$ cat src/rtl/arb_pkg.sv
// arb_pkg: payload type and width helper shared by the round-robin arbiter blocks
package arb_pkg;

    typedef struct packed {
        int a;
    } user_int_t;

    function automatic int clog2_min1(input int n);
        return (n <= 2) ? 1 : $clog2(n);
    endfunction

endpackage

$ cat src/rtl/rr_payload_arbiter_rr_pick.sv
// rr_pick: combinational rotate-priority encoder, first set request at or after ptr
module rr_pick #(
    parameter int N = 4,
    parameter int W = 2
) (
    input  logic [N-1:0] req,
    input  logic [W-1:0] ptr,
    output logic [W-1:0] grant,
    output logic         any
);

    localparam logic [W:0] NW = (W + 1)'(N);

    logic [W:0] s;

    // Scan from the farthest offset down so the nearest request wins last.
    always_comb begin
        grant = '0;
        s = '0;
        for (int k = N - 1; k >= 0; k--) begin
            s = {1'b0, ptr} + (W + 1)'(k);
            s = (s >= NW) ? s - NW : s;
            grant = req[s[W-1:0]] ? s[W-1:0] : grant;
        end
    end

    assign any = |req;

endmodule

$ cat src/rtl/rr_payload_arbiter.sv
// rr_payload_arbiter: round-robin arbitration of NUM_REQ payload channels into one
// registered output slot, with per-requester saturating grant counters
module rr_payload_arbiter
    import arb_pkg::*;
#(
    parameter int NUM_REQ = 4,
    parameter int CNT_W   = 8,
    parameter int SRC_W   = clog2_min1(NUM_REQ)
) (
    input  logic                 clk,
    input  logic                 rst_n,
    input  var bit [NUM_REQ-1:0] req_valid,
    input  var user_int_t        req_data [NUM_REQ],
    output logic [NUM_REQ-1:0]   req_ready,
    output logic                 out_valid,
    output user_int_t            out_data,
    output logic [SRC_W-1:0]     out_src,
    input  logic                 out_ready,
    input  logic                 clr_cnt,
    output logic [CNT_W-1:0]     grant_cnt [NUM_REQ]
);

    logic [SRC_W-1:0] rr_ptr;
    logic [SRC_W-1:0] grant;
    logic             any;
    logic             load_en;
    logic             hs;

    rr_pick #(.N(NUM_REQ), .W(SRC_W)) u_pick (
        .req   (req_valid),
        .ptr   (rr_ptr),
        .grant (grant),
        .any   (any)
    );

    assign load_en   = !out_valid || out_ready;
    assign hs        = rst_n && load_en && any;
    assign req_ready = hs ? (NUM_REQ'(1) << grant) : '0;

    always_ff @(posedge clk or negedge rst_n) begin
        if (!rst_n) begin
            out_valid <= 1'b0;
            out_data  <= '0;
            out_src   <= '0;
            rr_ptr    <= '0;
        end else if (hs) begin
            out_valid <= 1'b1;
            out_data  <= req_data[grant];
            out_src   <= grant;
            rr_ptr    <= (grant == SRC_W'(NUM_REQ - 1)) ? '0 : grant + 1'b1;
        end else if (out_ready) begin
            out_valid <= 1'b0;
        end
    end

    // Clear takes priority over a coincident grant.
    always_ff @(posedge clk or negedge rst_n) begin
        if (!rst_n) begin
            for (int i = 0; i < NUM_REQ; i++) grant_cnt[i] <= '0;
        end else begin
            for (int i = 0; i < NUM_REQ; i++)
                grant_cnt[i] <= clr_cnt ? '0 :
                                (hs && grant == SRC_W'(i) && grant_cnt[i] != '1) ? grant_cnt[i] + 1'b1 :
                                grant_cnt[i];
        end
    end

    a_onehot: assert property (@(posedge clk) disable iff (!rst_n) $onehot0(req_ready));
    a_stable: assert property (@(posedge clk) disable iff (!rst_n)
        out_valid && !out_ready |=> $stable(out_data) && $stable(out_src));
    a_known:  assert property (@(posedge clk) disable iff (!rst_n) !$isunknown(req_ready));

endmodule

$ cat config.mk
export PLATFORM = sky130hd
export DESIGN_NAME = rr_payload_arbiter
export DESIGN_NICKNAME = d
export VERILOG_FILES = /design/src/rtl/arb_pkg.sv /design/src/rtl/rr_payload_arbiter_rr_pick.sv /design/src/rtl/rr_payload_arbiter.sv
export SDC_FILE = /design/constraint.sdc
export NUM_CORES = 1
export LEC_CHECK = 0
export CAP_MARGIN = 15
export CELL_PAD_IN_SITES_DETAIL_PLACEMENT = 1
export CELL_PAD_IN_SITES_GLOBAL_PLACEMENT = 1
export CORE_ASPECT_RATIO = 0.7
export CORE_UTILIZATION = 47
export CTS_BUF_LIST = sky130_fd_sc_hd__clkbuf_8
export DETAILED_ROUTE_END_ITERATION = 10
export DONT_BUFFER_PORTS = 1
export GPL_ROUTABILITY_DRIVEN = 1
export HOLD_SLACK_MARGIN = 0.06
export PLACE_DENSITY = 0.93
export SLEW_MARGIN = 20
export SYNTH_ARGS = -nofsm -noshare
export SYNTH_HDL_FRONTEND = slang
export SYNTH_SLANG_ARGS = --single-unit
export TNS_END_PERCENT = 10
$ cat constraint.sdc
create_clock -name clk -period 2.1 [get_ports clk]
set_input_delay 0.42 -clock clk [delete_from_list [all_inputs] [get_ports clk]]
set_output_delay 0.42 -clock clk [all_outputs]
set_load 0.005 [all_outputs]
* After elaboration in Yosys (flattened, before gate mapping)
Cells that the tools add are included.
Word-level totals: bits in registers 69, bits in latches 0, bits in writable memories 0, memory bits (read-only) 0, word-level logic and storage cells 88, memories kept 0
Cells by class: add/sub/neg operators 12, multiply operators 0, divide/modulo/power cells 0, magnitude comparators 9, eq/ne operators 7, shift-type cells 1, muxes and demuxes 31, bitwise gates (word level) 1, reduce and logical (&&, ||, !) cells 19
Operators by type and width (number):
- 32-bit binary-select mux with 2-bit select | 1
- 32-bit 2-to-1 mux | 2
- 8-bit 2-to-1 mux | 8
- 8-bit by 1-bit adder with 8-bit output (second input constant) | 4
- 8-bit != test (second input constant) | 4
- 2-bit 2-to-1 mux | 9
- 3-bit >= comparator (second input constant) | 4
- 2-bit by 3-bit less-than comparator with 1-bit output (second input constant) | 4
- 1-bit logical AND | 10
- 2-bit nonzero test | 5
- 1-bit binary-select mux with 2-bit select | 4
- 2-bit by 1-bit subtractor with 2-bit output (second input constant) | 4
- 2-bit by 2-bit adder with 3-bit output (second input constant) | 2
- 1-bit 2-to-1 mux | 6
- 2-bit == test (second input constant) | 2
- 4-bit 2-to-1 mux | 1
- 4-bit OR reduction | 1
- 1-bit by 2-bit << shifter with 4-bit output (first input constant) | 1
- 2-bit by 1-bit adder with 3-bit output (second input constant) | 1
- 2-bit by 3-bit >= comparator with 1-bit output (second input constant) | 1
- 2-bit NOT with 3-bit output | 1
- 2-bit by 1-bit adder with 2-bit output (second input constant) | 1
- 2-bit by 1-bit == test with 1-bit output (second input constant) | 1
- 2-bit zero test | 1
- other kinds (2) | 2

* Logic depth before layout (Yosys ltp)
Gate-level depths: netlist of the first run.
word-level depth 14, gate-level depth with buffers 8, gate-level depth less buffers 6

* Cells and area by module
Synthesis of the first run repeated with hierarchy kept, for this count alone.
Unflattened totals: cell total of the unflattened synthesis 324, area, all modules 3991.3 µm²
Modules (own cells, without submodules):
- rr_payload_arbiter | times used 1, cells each 311, area each 3913.8 µm²
- rr_pick | times used 1, cells each 13, area each 77.6 µm²

* Least setup slack after synthesis of the first run
OpenSTA, ideal clock, no wires.
kind input port to output port, start input port req_valid[3], end output port req_ready[0], arrival time 1.557 ns, required time 1.680 ns, slack 0.123 ns, stages 7, path buffers 3, cell sequence o41ai_2 nand2b_1 buf_2 a21o_2 buf_6 buf_4 nor2_1
On the way: word-level cells in the longest chain between the ends 8, elaborated cells on any way between the ends 16
RTL lines:
- from (decl) | line rr_payload_arbiter.sv:12 | input var bit [NUM_REQ-1:0] req_valid,
- 1-bit binary-select mux with 2-bit select | line rr_payload_arbiter_rr_pick.sv:23 | grant = req[s[W-1:0]] ? s[W-1:0] : grant;
- 1-bit 2-to-1 mux (implied by the code) | line rr_payload_arbiter_rr_pick.sv:23
- 2-bit 2-to-1 mux (4 in series) | line rr_payload_arbiter_rr_pick.sv:23
- 1-bit by 2-bit << shifter with 4-bit output | line rr_payload_arbiter.sv:38 | assign req_ready = hs ? (NUM_REQ'(1) << grant) : '0;
- 4-bit 2-to-1 mux (*) | line rr_payload_arbiter.sv:38
- to (decl) | line rr_payload_arbiter.sv:14 | output logic [NUM_REQ-1:0] req_ready,
Every way passes the cells marked *; elsewhere a longest branch is shown, timed or not. The select of a mux whose other input is x is not followed.

* Final worst setup path of the first run
start register rr_ptr[0], end register rr_ptr[0]
On the way: word-level cells in the longest chain between the ends 11, elaborated cells on any way between the ends 30
RTL lines:
- from (decl) | line rr_payload_arbiter.sv:23 | logic [SRC_W-1:0] rr_ptr;
- from (signal assigned) | line rr_payload_arbiter.sv:50 | rr_ptr <= (grant == SRC_W'(NUM_REQ - 1)) ? '0 : grant + 1'b1;
- 2-bit by 2-bit adder with 3-bit output | line rr_payload_arbiter_rr_pick.sv:21 | s = {1'b0, ptr} + (W + 1)'(k);
- 3-bit >= comparator / 2-bit by 1-bit subtractor with 2-bit output (equally long branches) | line rr_payload_arbiter_rr_pick.sv:22 | s = (s >= NW) ? s - NW : s;
- 2-bit 2-to-1 mux | line rr_payload_arbiter_rr_pick.sv:22
- 1-bit binary-select mux with 2-bit select | line rr_payload_arbiter_rr_pick.sv:23
- 1-bit 2-to-1 mux (implied by the code) | line rr_payload_arbiter_rr_pick.sv:23
- 2-bit 2-to-1 mux (3 in series) | line rr_payload_arbiter_rr_pick.sv:23
- 2-bit 2-to-1 mux (*) | line rr_payload_arbiter_rr_pick.sv:23
- 2-bit by 1-bit adder with 2-bit output / 2-bit == test (equally long branches) | line rr_payload_arbiter.sv:50
- 2-bit 2-to-1 mux (*) | line rr_payload_arbiter.sv:50
Marked as above. A chain may end at the register's enable or synchronous reset.

==> results by group, run 1 <==
Clocking
  – Clk sinks: 69
  – Clk buf depth: 2
  – Clock transition at path regs: 80 ps
  – H-tree levels: 3
  – Clk_lat worst skew: 350 ps
  – Clock root cell: clkbuf_8
  – CTS Buf Count: 9
  – CTS tree: yes

Synthesis
  – Post-Synthesis Net Count: 629
  – Synthesized instance count: 489
  – Xor/xnor cell area share of the yosys netlist: 0.209%
  – Number of flops mapped to enable cells by yosys: 0
  – Average size of a mapped cell: 8.58 um^2
  – Seq/Total Area, Yosys: 41.1%
  – Compound-Gate Fraction of Synth Area: 20.3%
  – Seq cells post-synth: 69
  – Post-synth top flop: dfrtp_1
  – Async set-or-reset flop fraction in the synthesized netlist: 100%
  – Mapped Area: 4200 um^2
  – Multiplexer area fraction after synthesis: 3.70%
  – Synth Area in Adders: 1.19%
  – Post-synthesis simple-gate area fraction: 28.9%
  – Post-synth cell types: 43
  – Largest family of logic cells by synthesized area: simple AND/OR/NAND/NOR gates
  – Yosys synthesis warning count: 0

GRT
  – Vias in the first global route: 4103
  – Initial antenna violation count: 0
  – Pin count of the biggest net entering global routing: 70
  – Total GRT Usage: 32.8%
  – GR Overflow Total: 0
  – Global-route wire length before repair: 22800 um

Critical path
  – Worst path top cell family by delay: buffers and inverters
  – Critical-path top delay cell: dfrtp_1
  – Top cell by count, worst path: buf_4
  – CP required: 2370 ps
  – CP max FO: 2
  – Critical path endpoint category: register
  – Buf/Inv on CP: 13
  – Crit-path cells: inv_1, buf_4, buf_4, buf_4, buf_4, buf_4, buf_4, buf_4, buf_4, buf_4, buf_4, buf_4, buf_4, a21boi_2
  – Critical path startpoint category: register
  – Max incr delay on CP: 350 ps
  – WP data arrival: 2460 ps
  – R2R Path End: rr_ptr[0]
  – Reg2reg path depth: 14
  – RR Startpoint: rr_ptr[0]
  – CP Class: register to register
  – Reg2Reg Setup Slack: -90 ps

Status
  – Status: finished, violations left
  – Failing checks: negative setup slack

Pwr
  – VDD IR max: 0.000390 V
  – PwrDens: 936 nW/um^2
  – Leak Pwr: 2.08 nW

Cells and area
  – Fill count: 986
  – Design area: 5110 um^2
  – Ratio of cells with drive above 1 in the final layout: 21.7%
  – Final core utilization: 59.8%
  – Finished Layout Cells: 637
  – Fin nets: 654
  – Antenna Diode Count: 0
  – Commonest non-fill, non-tap cell in the layout: nand2_1
  – Most frequent cells in the layout: 76 x nand2_1, 68 x dfrtp_1, 44 x nor2_1
  – Synth-to-layout area growth: 21.8%

Timing
  – Peak Freq: 457 MHz
  – Crit path time final: 2190 ps
  – Rel. slew slack: 64.4%
  – Hold Violations, Final: 0
  – Hold WS: 129 ps
  – Slew Viols, Final: 0
  – Setup Skew: 11.9 ps
  – # setup viols final: 11
  – Final setup margin: -90.4 ps
  – Slew @ Worst Pin: 534 ps
  – Final period utilization: 104%
  – Unrepaired setup endpoints after global routing: yes

Routing
  – DRC viols: 0
  – Routed wire length: 16600 um
  – Detailed Route Iter0 Violations: 316
  – Antenna viol nets, final: 0
  – First-pass detailed-route iteration total: 4
  – Vias per cell: 6.77
  – Vias: 4312
  – WL/cell: 26.0 um

Job
  – Maxcap violations: 0

Hold path
  – Hold Crit Depth: 1
  – Min-Delay Path Class: input pin to register
  – End of the worst hold path: grant_cnt[9]
  – Worst Hold Launch: clr_cnt

Die
  – Die X: 115 um
  – Core area: 8550 um^2
  – Die Area: 9320 um^2
  – Total I/O pin count: 207
  – Row count: 28
  – Die Ht: 81.1 um
  – Initial core utilization: 49.1%

Place
  – HPWL Detailed: 10000 um
  – Cell Area, Placed: 4410 um^2
  – Placer Congestion: 0.859
  – Buffers added on ports: 0
  – Pre-CTS setup slack: -3.91 ps
  – Placed insts: 591
## cell type report
type,instances,area (um^2),share of cell area (%)
clock inverters,3,15.0,0.294
flip-flops and latches,69,1730,33.8
inverters,6,22.5,0.440
repair buffers,52,571,11.2
well taps,120,150,2.94
multi-input cells,376,2480,48.4
clock buffers,11,151,2.96
## sequential cells by signal (all words and copies together), names as in the netlist
register / cells
rr_ptr: 2
grant_cnt: 32
out_src: 2
out_data: 32
out_valid: 1
## report_power, final
part           total [W]  internal [W]  switching [W]  leakage [nW]
logic            0.00191      0.000828        0.00109          1.13
clock network   0.000960      0.000472       0.000488        0.0899
registers        0.00192       0.00162       0.000291         0.859
total            0.00479       0.00292        0.00187          2.08
## worst max-delay path by stage
stage / to / start / cells past startpoint
2_1_floorplan: req_ready[0] / req_valid[3] / 7
3_3_place_gp: grant_cnt[23] / req_valid[2] / 5
3_5_place_dp: grant_cnt[23] / req_valid[2] / 5
4_1_cts: req_ready[0] / rr_ptr[1] / 5
5_1_grt: grant_cnt[30] / rr_ptr[0] / 7
6_report: rr_ptr[0] / rr_ptr[0] / 14
## cells by family (layout without fill, tap and decap cells)
group                    count (synthesis)  in the layout
AND/OR/NAND/NOR                        242            242
AO/OA/AOI/OAI                          115            115
flip-flops                              69             69
buffers and inverters                   44             72
multiplexers                            14             14
adder cells (fa/ha/maj)                  4              4
XOR/XNOR                                 1              1
## cell usage after synthesis (6+ instances only)
library cell,number,share of area [%]
nand4_1,7,1.0
or3_1,7,1.0
nand3_1,16,1.9
clkbuf_1,26,2.3
o21ai_0,8,0.95
o31ai_1,11,2.0
a21oi_1,19,2.3
a311oi_1,32,6.7
or4_1,11,2.0
and3_1,34,5.1
mux2_2,12,3.2
inv_1,6,0.54
nor4_1,9,1.3
dfrtp_1,69,41
buf_2,8,0.95
nor2_1,49,4.4
nor2b_1,15,2.2
nand2_1,78,7.0
a211oi_1,32,5.7
## repair_timing
action / CTS / global route
pin swaps: 6 / 12
gates resized for setup: 16 / 30
setup endpoints to repair: 4 / 36
cloned: 1 / 2
hold buffers: 2 / 0
hold endpoints to repair: 69 / 0
buffers inserted: 20 / 7
## per-layer routing
layer / GRT usage [%] / up-vias / share of wire (%) / wire, um
met4: 10.1 / 0 / 2.4 / 394
met3: 10.5 / 40 / 8.5 / 1410
met2: 58.6 / 228 / 52 / 8630
li1: - / 1862 / - / -
met1: 37.5 / 2182 / 37 / 6150
met5: 0 / - / 0 / 0
## per-stage QoR
stage / setup TNS, ps / total power [W]
after global placement: 0 / 0.00320
after detailed placement: -3.91 / 0.00330
after CTS: -131 / 0.00452
after global routing: -1370 / 0.00504
final: -466 / 0.00479
after floorplan: 0 / 0.00281
## worst register-to-register path: cells and delay by family (launching register included)
family	cells	cell delay, ps
compound gates	1	150
buf+inv	13	1610
flops	1	350
Power figures use the tool's default switching activity.
==> run 2: changes to the inputs <==
--- a/config.mk
+++ b/config.mk
@@ -9,13 +9,14 @@
 export CELL_PAD_IN_SITES_DETAIL_PLACEMENT = 1
 export CELL_PAD_IN_SITES_GLOBAL_PLACEMENT = 1
 export CORE_ASPECT_RATIO = 0.7
-export CORE_UTILIZATION = 47
+export CORE_MARGIN = 5
+export CORE_UTILIZATION = 38
 export CTS_BUF_LIST = sky130_fd_sc_hd__clkbuf_8
 export DETAILED_ROUTE_END_ITERATION = 10
 export DONT_BUFFER_PORTS = 1
 export GPL_ROUTABILITY_DRIVEN = 1
 export HOLD_SLACK_MARGIN = 0.06
-export PLACE_DENSITY = 0.93
+export PLACE_DENSITY = 0.79
 export SLEW_MARGIN = 20
 export SYNTH_ARGS = -nofsm -noshare
 export SYNTH_HDL_FRONTEND = slang
==> run 2 against run 1 <==
Effect of this change: the flow still finishes with violations (negative setup slack); core utilization decreased by 14 points; clock-buffer cell count down 2; clock power up 36%; sequential cell count did not move; critical path depth is 9 lower; cell count is 3.6% higher; combinational power is 18% lower; critical endpoint is now req_ready[0]; largest power group unchanged.
==> results by group, run 2 (synthesized netlist as in run 1, its figures left out) <==
Status
  – Status: finished, violations left
  – Failing checks: negative setup slack

Die
  – Row count: 32 (+14%)
  – Core area: 10900 um^2 (+27%)
  – Total I/O pin count: 207 (unchanged)
  – Die Ht: 97.9 um (+21%)
  – Die Area: 13300 um^2 (+43%)
  – Die X: 136 um (+18%)
  – Initial core utilization: 38.5% (-11 points)

Cells and area
  – Synth-to-layout area growth: 18.6%
  – Antenna Diode Count: 0 (unchanged)
  – Commonest non-fill, non-tap cell in the layout: nand2_1
  – Top flop regs: grant_cnt: 32 flops, out_data: 32 flops
  – Fin nets: 642 (-1.8%)
  – Ratio of cells with drive above 1 in the final layout: 18.7% (-2.9 points)
  – Most frequent cells in the layout: 75 x nand2_1, 68 x dfrtp_1, 45 x nor2_1

Critical path
  – Max incr delay on CP: 430 ps (+80 ps)
  – CP Class: register to output port
  – Reg2Reg Setup Slack: 10 ps (+100 ps)
  – Reg2reg path depth: 6 (-8)
  – Crit-path cells: inv_1, a221o_1, a21o_4, buf_12, nor2_4
  – Critical path endpoint category: output port
  – R2R Path End: grant_cnt[23]
  – WP data arrival: 1690 ps (-770 ps)
  – Critical-path top delay cell: dfrtp_1
  – RR Startpoint: rr_ptr[0]
  – CP required: 1680 ps (-690 ps)
  – CP max FO: 4 (+2)
  – Critical path startpoint category: register

Job
  – Maxcap violations: 0 (unchanged)

GRT
  – GR Overflow Total: 0 (unchanged)
  – Initial antenna violation count: 0 (unchanged)
  – Global-route wire length before repair: 23200 um (+1.9%)
  – Vias in the first global route: 4283 (+4.4%)
  – Total GRT Usage: 22.3% (-10 points)
  – Pin count of the biggest net entering global routing: 70 (unchanged)

Clocking
  – Clock transition at path regs: 80 ps (about the same)
  – Clk buf depth: 2 (unchanged)
  – Clock root cell: clkbuf_8
  – Clk_lat worst skew: 350 ps (about the same)
  – H-tree levels: 3 (unchanged)
  – Clk sinks: 69 (unchanged)
  – CTS tree: yes
  – CTS Buf Count: 9 (unchanged)

Pwr
  – Switching power of the nets: 0.00176 W (-5.5%)
  – VDD IR max: 0.000440 V (+13%)
  – Sw frac: 36.7% (-2.2 points)
  – Clock share of power: 27.3% (+7.3 points)
  – Total power: 0.00480 W (+0.25%)
  – PwrDens: 965 nW/um^2 (+3.0%)
  – Sequential Power Share: 40.1% (about the same)
  – Cell Int Power: 0.00304 W (+3.9%)
  – Leak Pwr: 1.99 nW (-4.4%)
  – Comb pwr share: 32.6% (-7.4 points)

Place
  – Buffers added on ports: 0 (unchanged)
  – Placer Congestion: 0.828 (-3.7%)
  – HPWL Detailed: 10800 um (+7.9%)

Timing
  – Slew @ Worst Pin: 392 ps (-142 ps)
  – Setup Skew: 7.87 ps (-4.03 ps)
  – Crit path time final: 2110 ps (-78.9 ps)
  – Slew Viols, Final: 0 (unchanged)
  – Setup_tns: -22.1 ps (+444 ps)
  – Rel. slew slack: 73.8% (+9.4 points)
  – Hold Violations, Final: 0 (unchanged)
  – Peak Freq: 474 MHz (+3.7%)
  – Final setup margin: -11.5 ps (+78.9 ps)
  – Unrepaired setup endpoints after global routing: yes
  – # setup viols final: 2 (-9)
  – Final period utilization: 101% (-3.8 points)

Hold path
  – Worst Hold Launch: clr_cnt
  – Hold Crit Depth: 1 (unchanged)
  – End of the worst hold path: grant_cnt[15]
  – Min-Delay Path Class: input pin to register

Routing
  – Detailed Route Iter0 Violations: 196 (-38%)
  – Routed wire length: 15100 um (-9.1%)
  – DRC viols: 0 (unchanged)
  – Vias: 4046 (-6.2%)
  – Antenna viol nets, final: 0 (unchanged)
  – First-pass detailed-route iteration total: 4 (unchanged)
  – WL/cell: 22.9 um (-12%)
  – Vias per cell: 6.13 (-9.4%)
==> run 2: repair_timing <==
| item | in CTS | in global routing |
|---|---|---|
| endpoints found under the setup margin | 5 | 46 |
| resized for setup | 15 | 14 |
| pin swaps | 5 | 3 |
| setup buffers | 7 | 3 |
| hold endpoints to repair | 69 | 0 |
| hold buffers | 2 | 0 |
==> run 2: area by class of cell <==
class | count | area [um^2]
fillers | 1276 | 5910
clock buffers | 9 | 124
flip-flops and latches | 69 | 1730
inverters | 6 | 22.5
well taps | 153 | 191
repair buffers | 40 | 372
clock inverters | 7 | 115
multi-input cells | 376 | 2420
==> run 2: worst max-delay path by stage <==
| stage | from | slack (ps) | end |
|---|---|---|---|
| finish | rr_ptr[0] | -10 | req_ready[0] |
| global route | rr_ptr[0] | -80 | req_ready[0] |
| CTS | rr_ptr[1] | -60 | req_ready[3] |
| detailed placement | rr_ptr[1] | -10 | grant_cnt[29] |
| global placement | req_valid[2] | 110 | grant_cnt[22] |
| floorplan | req_valid[3] | 120 | req_ready[0] |
==> run 2: power groups by stage <==
stage	clock network, W	logic [W]	registers, W
5_1_grt	0.00142	0.00173	0.00196
3_5_place_dp	0	0.00137	0.00194
6_report	0.00131	0.00157	0.00192
2_1_floorplan	0	0.000975	0.00183
3_3_place_gp	0	0.00130	0.00194
4_1_cts	0.00136	0.00150	0.00192
==> run 2: layer usage <==
layer  vias up  track usage [%]  part of all wire, %
li1       1835                -                    -
met5         -                0                    0
met3        24             8.14                  8.3
met4         0             6.66                  2.1
met2       167             38.3                   49
met1      2020             26.0                   40
==> run 2: worst max-delay path, delay by kind of cell (launching register included) <==
kind | cells | cell delay (ps)
AO/OA/AOI/OAI | 2 | 610
buffers and inverters | 2 | 220
AND/OR/NAND/NOR | 1 | 70
flip-flops | 1 | 430
==> run 2: per-stage QoR <==
step	util (%)	hold slack, ps	setup WS, ps	cells	area, um^2
2_1_floorplan	-	124	123	489	4200
3_3_place_gp	41.2	128	107	632	4480
3_5_place_dp	41.2	127	-12.8	632	4480
4_1_cts	44.8	98.8	-64.9	657	4880
5_1_grt	45.7	95.9	-76.0	660	4980
6_report	45.7	128	-11.5	660	4980
==> run 3: changes to the inputs <==
--- a/config.mk
+++ b/config.mk
@@ -8,8 +8,7 @@
 export CAP_MARGIN = 15
 export CELL_PAD_IN_SITES_DETAIL_PLACEMENT = 1
 export CELL_PAD_IN_SITES_GLOBAL_PLACEMENT = 1
-export CORE_ASPECT_RATIO = 0.7
-export CORE_MARGIN = 5
+export CORE_ASPECT_RATIO = 0.75
 export CORE_UTILIZATION = 38
 export CTS_BUF_LIST = sky130_fd_sc_hd__clkbuf_8
 export DETAILED_ROUTE_END_ITERATION = 10
==> run 3 against run 2 <==
Effect of this change: the flow still finishes with violations (negative setup slack); combinational power barely moved; total power decreased by 2.4%; core utilization grew 1.2 points; critical path type is now register to register; cell count fell by 3.0%; routed wire length shrank 7.3%; global-route usage up 2.2 points; clock-buffer cell count is 2 higher; die area decreased by 14%; highest routed layer unchanged.
==> results by group, run 3 (synthesized netlist as in run 1, its figures left out) <==
Pwr
  – Cell Int Power: 0.00295 W (-2.9%)
  – Sw frac: 37.0% (+0.31 points)
  – Sequential Power Share: 40.7% (+0.6 points)
  – Clock share of power: 26.5% (-0.8 points)
  – VDD IR max: 0.000523 V (+19%)
  – PwrDens: 949 nW/um^2 (-1.7%)
  – Switching power of the nets: 0.00173 W (-1.6%)
  – Leak Pwr: 1.98 nW (-0.63%)
  – Comb pwr share: 32.8% (+0.2 points)

Clocking
  – Clock root cell: clkbuf_8
  – CTS Buf Count: 9 (unchanged)
  – CTS tree: yes
  – H-tree levels: 3 (unchanged)
  – Clk buf depth: 2 (unchanged)
  – Clock transition at path regs: 70 ps (about the same)
  – Clk_lat worst skew: 350 ps (about the same)
  – Clk sinks: 69 (unchanged)

Die
  – Initial core utilization: 39.9% (+1.3 points)
  – Row count: 32 (unchanged)
  – Die Ht: 93.0 um (-5.0%)
  – Core area: 10500 um^2 (-3.3%)
  – Die X: 123 um (-9.0%)
  – Die Area: 11500 um^2 (-14%)
  – Total I/O pin count: 207 (unchanged)

Critical path
  – Critical path startpoint category: register
  – Worst path depth: 7 (+2)
  – Top cell by count, worst path: buf_4
  – Max incr delay on CP: 470 ps (+40 ps)
  – CP Class: register to register
  – Reg2reg path depth: 7 (+1)
  – Buf/Inv on CP: 2 (unchanged)
  – Critical path endpoint category: register
  – Critical-path top delay cell: or4_1
  – Crit-path cells: buf_4, nor3b_2, a21o_1, o211ai_1, buf_4, or4_1, a21oi_1
  – CP max FO: 10 (+6)
  – CP required: 2370 ps (+690 ps)
  – Reg2Reg Setup Slack: -40 ps (-50 ps)
  – Worst path top cell family by delay: simple AND/OR/NAND/NOR gates
  – WP data arrival: 2410 ps (+720 ps)

Cells and area
  – Synth-to-layout area growth: 17.6%
  – Antenna Diode Count: 0 (unchanged)
  – Most frequent cells in the layout: 76 x nand2_1, 69 x dfrtp_1, 45 x nor2_1
  – Finished Layout Cells: 640 (-3.0%)
  – Register Area: 1730 um^2 (about the same)
  – Final core utilization: 46.9% (+1.2 points)
  – Ratio of cells with drive above 1 in the final layout: 19.4% (+0.71 points)
  – Commonest non-fill, non-tap cell in the layout: nand2_1
  – Area of the multi-input gates: 2450 um^2 (+1.1%)
  – Design area: 4940 um^2 (-0.78%)
  – Fill count: 1219 (-4.5%)
  – Top flop regs: grant_cnt: 32 flops, out_data: 32 flops
  – Fin nets: 639 (-0.47%)

Timing
  – Slew Viols, Final: 0 (unchanged)
  – Unrepaired setup endpoints after global routing: yes
  – Slew @ Worst Pin: 371 ps (-21.2 ps)
  – Setup Skew: 6.21 ps (-1.66 ps)
  – # setup viols final: 6 (+4)
  – Hold Violations, Final: 0 (unchanged)
  – Final setup margin: -40.9 ps (-29.4 ps)
  – Setup_tns: -94.4 ps (-72.3 ps)
  – Crit path time final: 2140 ps (+29.4 ps)
  – Final period utilization: 102% (+1.4 points)
  – Rel. slew slack: 75.3% (+1.5 points)
  – Peak Freq: 467 MHz (-1.4%)

GRT
  – Pin count of the biggest net entering global routing: 70 (unchanged)
  – Vias in the first global route: 4214 (-1.6%)
  – Initial antenna violation count: 0 (unchanged)
  – Total GRT Usage: 24.5% (+2.2 points)
  – Global-route wire length before repair: 21700 um (-6.7%)
  – GR Overflow Total: 0 (unchanged)

Job
  – Maxcap violations: 0 (unchanged)

Status
  – Status: finished, violations left
  – Failing checks: negative setup slack

Place
  – Placed insts: 612 (-3.2%)
  – Buffers added on ports: 0 (unchanged)
  – HPWL Detailed: 9630 um (-11%)
  – Cell Area, Placed: 4430 um^2 (-1.1%)
  – Placer Congestion: 0.840 (+1.5%)

Routing
  – DRC viols: 0 (unchanged)
  – Routed wire length: 14000 um (-7.3%)
  – Antenna viol nets, final: 0 (unchanged)
  – WL/cell: 21.8 um (-4.4%)
  – Vias: 4092 (+1.1%)
  – Vias per cell: 6.39 (+4.3%)
  – First-pass detailed-route iteration total: 4 (unchanged)
  – Detailed Route Iter0 Violations: 211 (+7.7%)

Hold path
  – Hold Crit Depth: 1 (unchanged)
  – Min-Delay Path Class: input pin to register
==> run 3: cell types whose count changed in the layout (fill, tap and decap cells not counted), sizes merged <==
| cell | previous run | this run |
|---|---|---|
| bufinv | 3 | 2 |
| buf | 39 | 36 |
| clkinvlp | 1 | 0 |
| clkbuf | 9 | 11 |
==> run 3: power by group through the flow <==
stage	combinational [W]	clock [W]	sequential (W)
after CTS	0.00144	0.00128	0.00191
after detailed placement	0.00135	0	0.00194
after floorplan	0.000975	0	0.00183
final	0.00154	0.00124	0.00191
after global placement	0.00126	0	0.00192
after global routing	0.00171	0.00134	0.00195
==> run 3: path summary, 6_finish.rpt <==
path / to / startpoint
hold / removal: grant_cnt[11] / clr_cnt
max in group asynchronous: grant_cnt[17] / rst_n
hold reg to reg: out_src[0] / out_src[0]
setup reg to reg: grant_cnt[31] / rr_ptr[1]
setup / recovery: grant_cnt[31] / rr_ptr[1]
min in group asynchronous: grant_cnt[7] / rst_n
==> run 3: cell type report <==
cell class | count | area share, %
multi-input cells | 376 | 49.7
flip-flops and latches | 69 | 35.0
repair buffers | 37 | 6.92
well taps | 136 | 3.45
clock buffers | 11 | 3.07
clock inverters | 5 | 1.49
inverters | 6 | 0.456
==> run 3: worst reg2reg max path: stages (launching register included) <==
cell and delay, ps:
dfrtp_1 430, buf_4 160, nor3b_2 210, a21o_1 220
o211ai_1 200, buf_4 220, or4_1 470, a21oi_1 160
==> run 3: stage by stage <==
step	power, W	hold slack (ps)	setup slack (ps)
floorplan	0.00281	124	123
global placement	0.00318	126	95.6
detailed placement	0.00328	126	0.183
CTS	0.00463	103	-91.1
global route	0.00499	93.8	-139
finish	0.00468	123	-40.9
==> run 3: routing by layer <==
layer  routed length, um  GRT usage (%)
met3                1010           8.05
met1                5690           28.8
met2                7060           42.5
met5                   0              0
met4                 223           6.53
==> run 3: repair_timing <==
item	4_1_cts	5_1_grt
gates cloned	0	0
resized for setup	8	25
setup endpoints to repair	5	37
buffers inserted	4	6
pin swaps	3	5
hold buffers	2	0
endpoints found under the hold margin	69	0
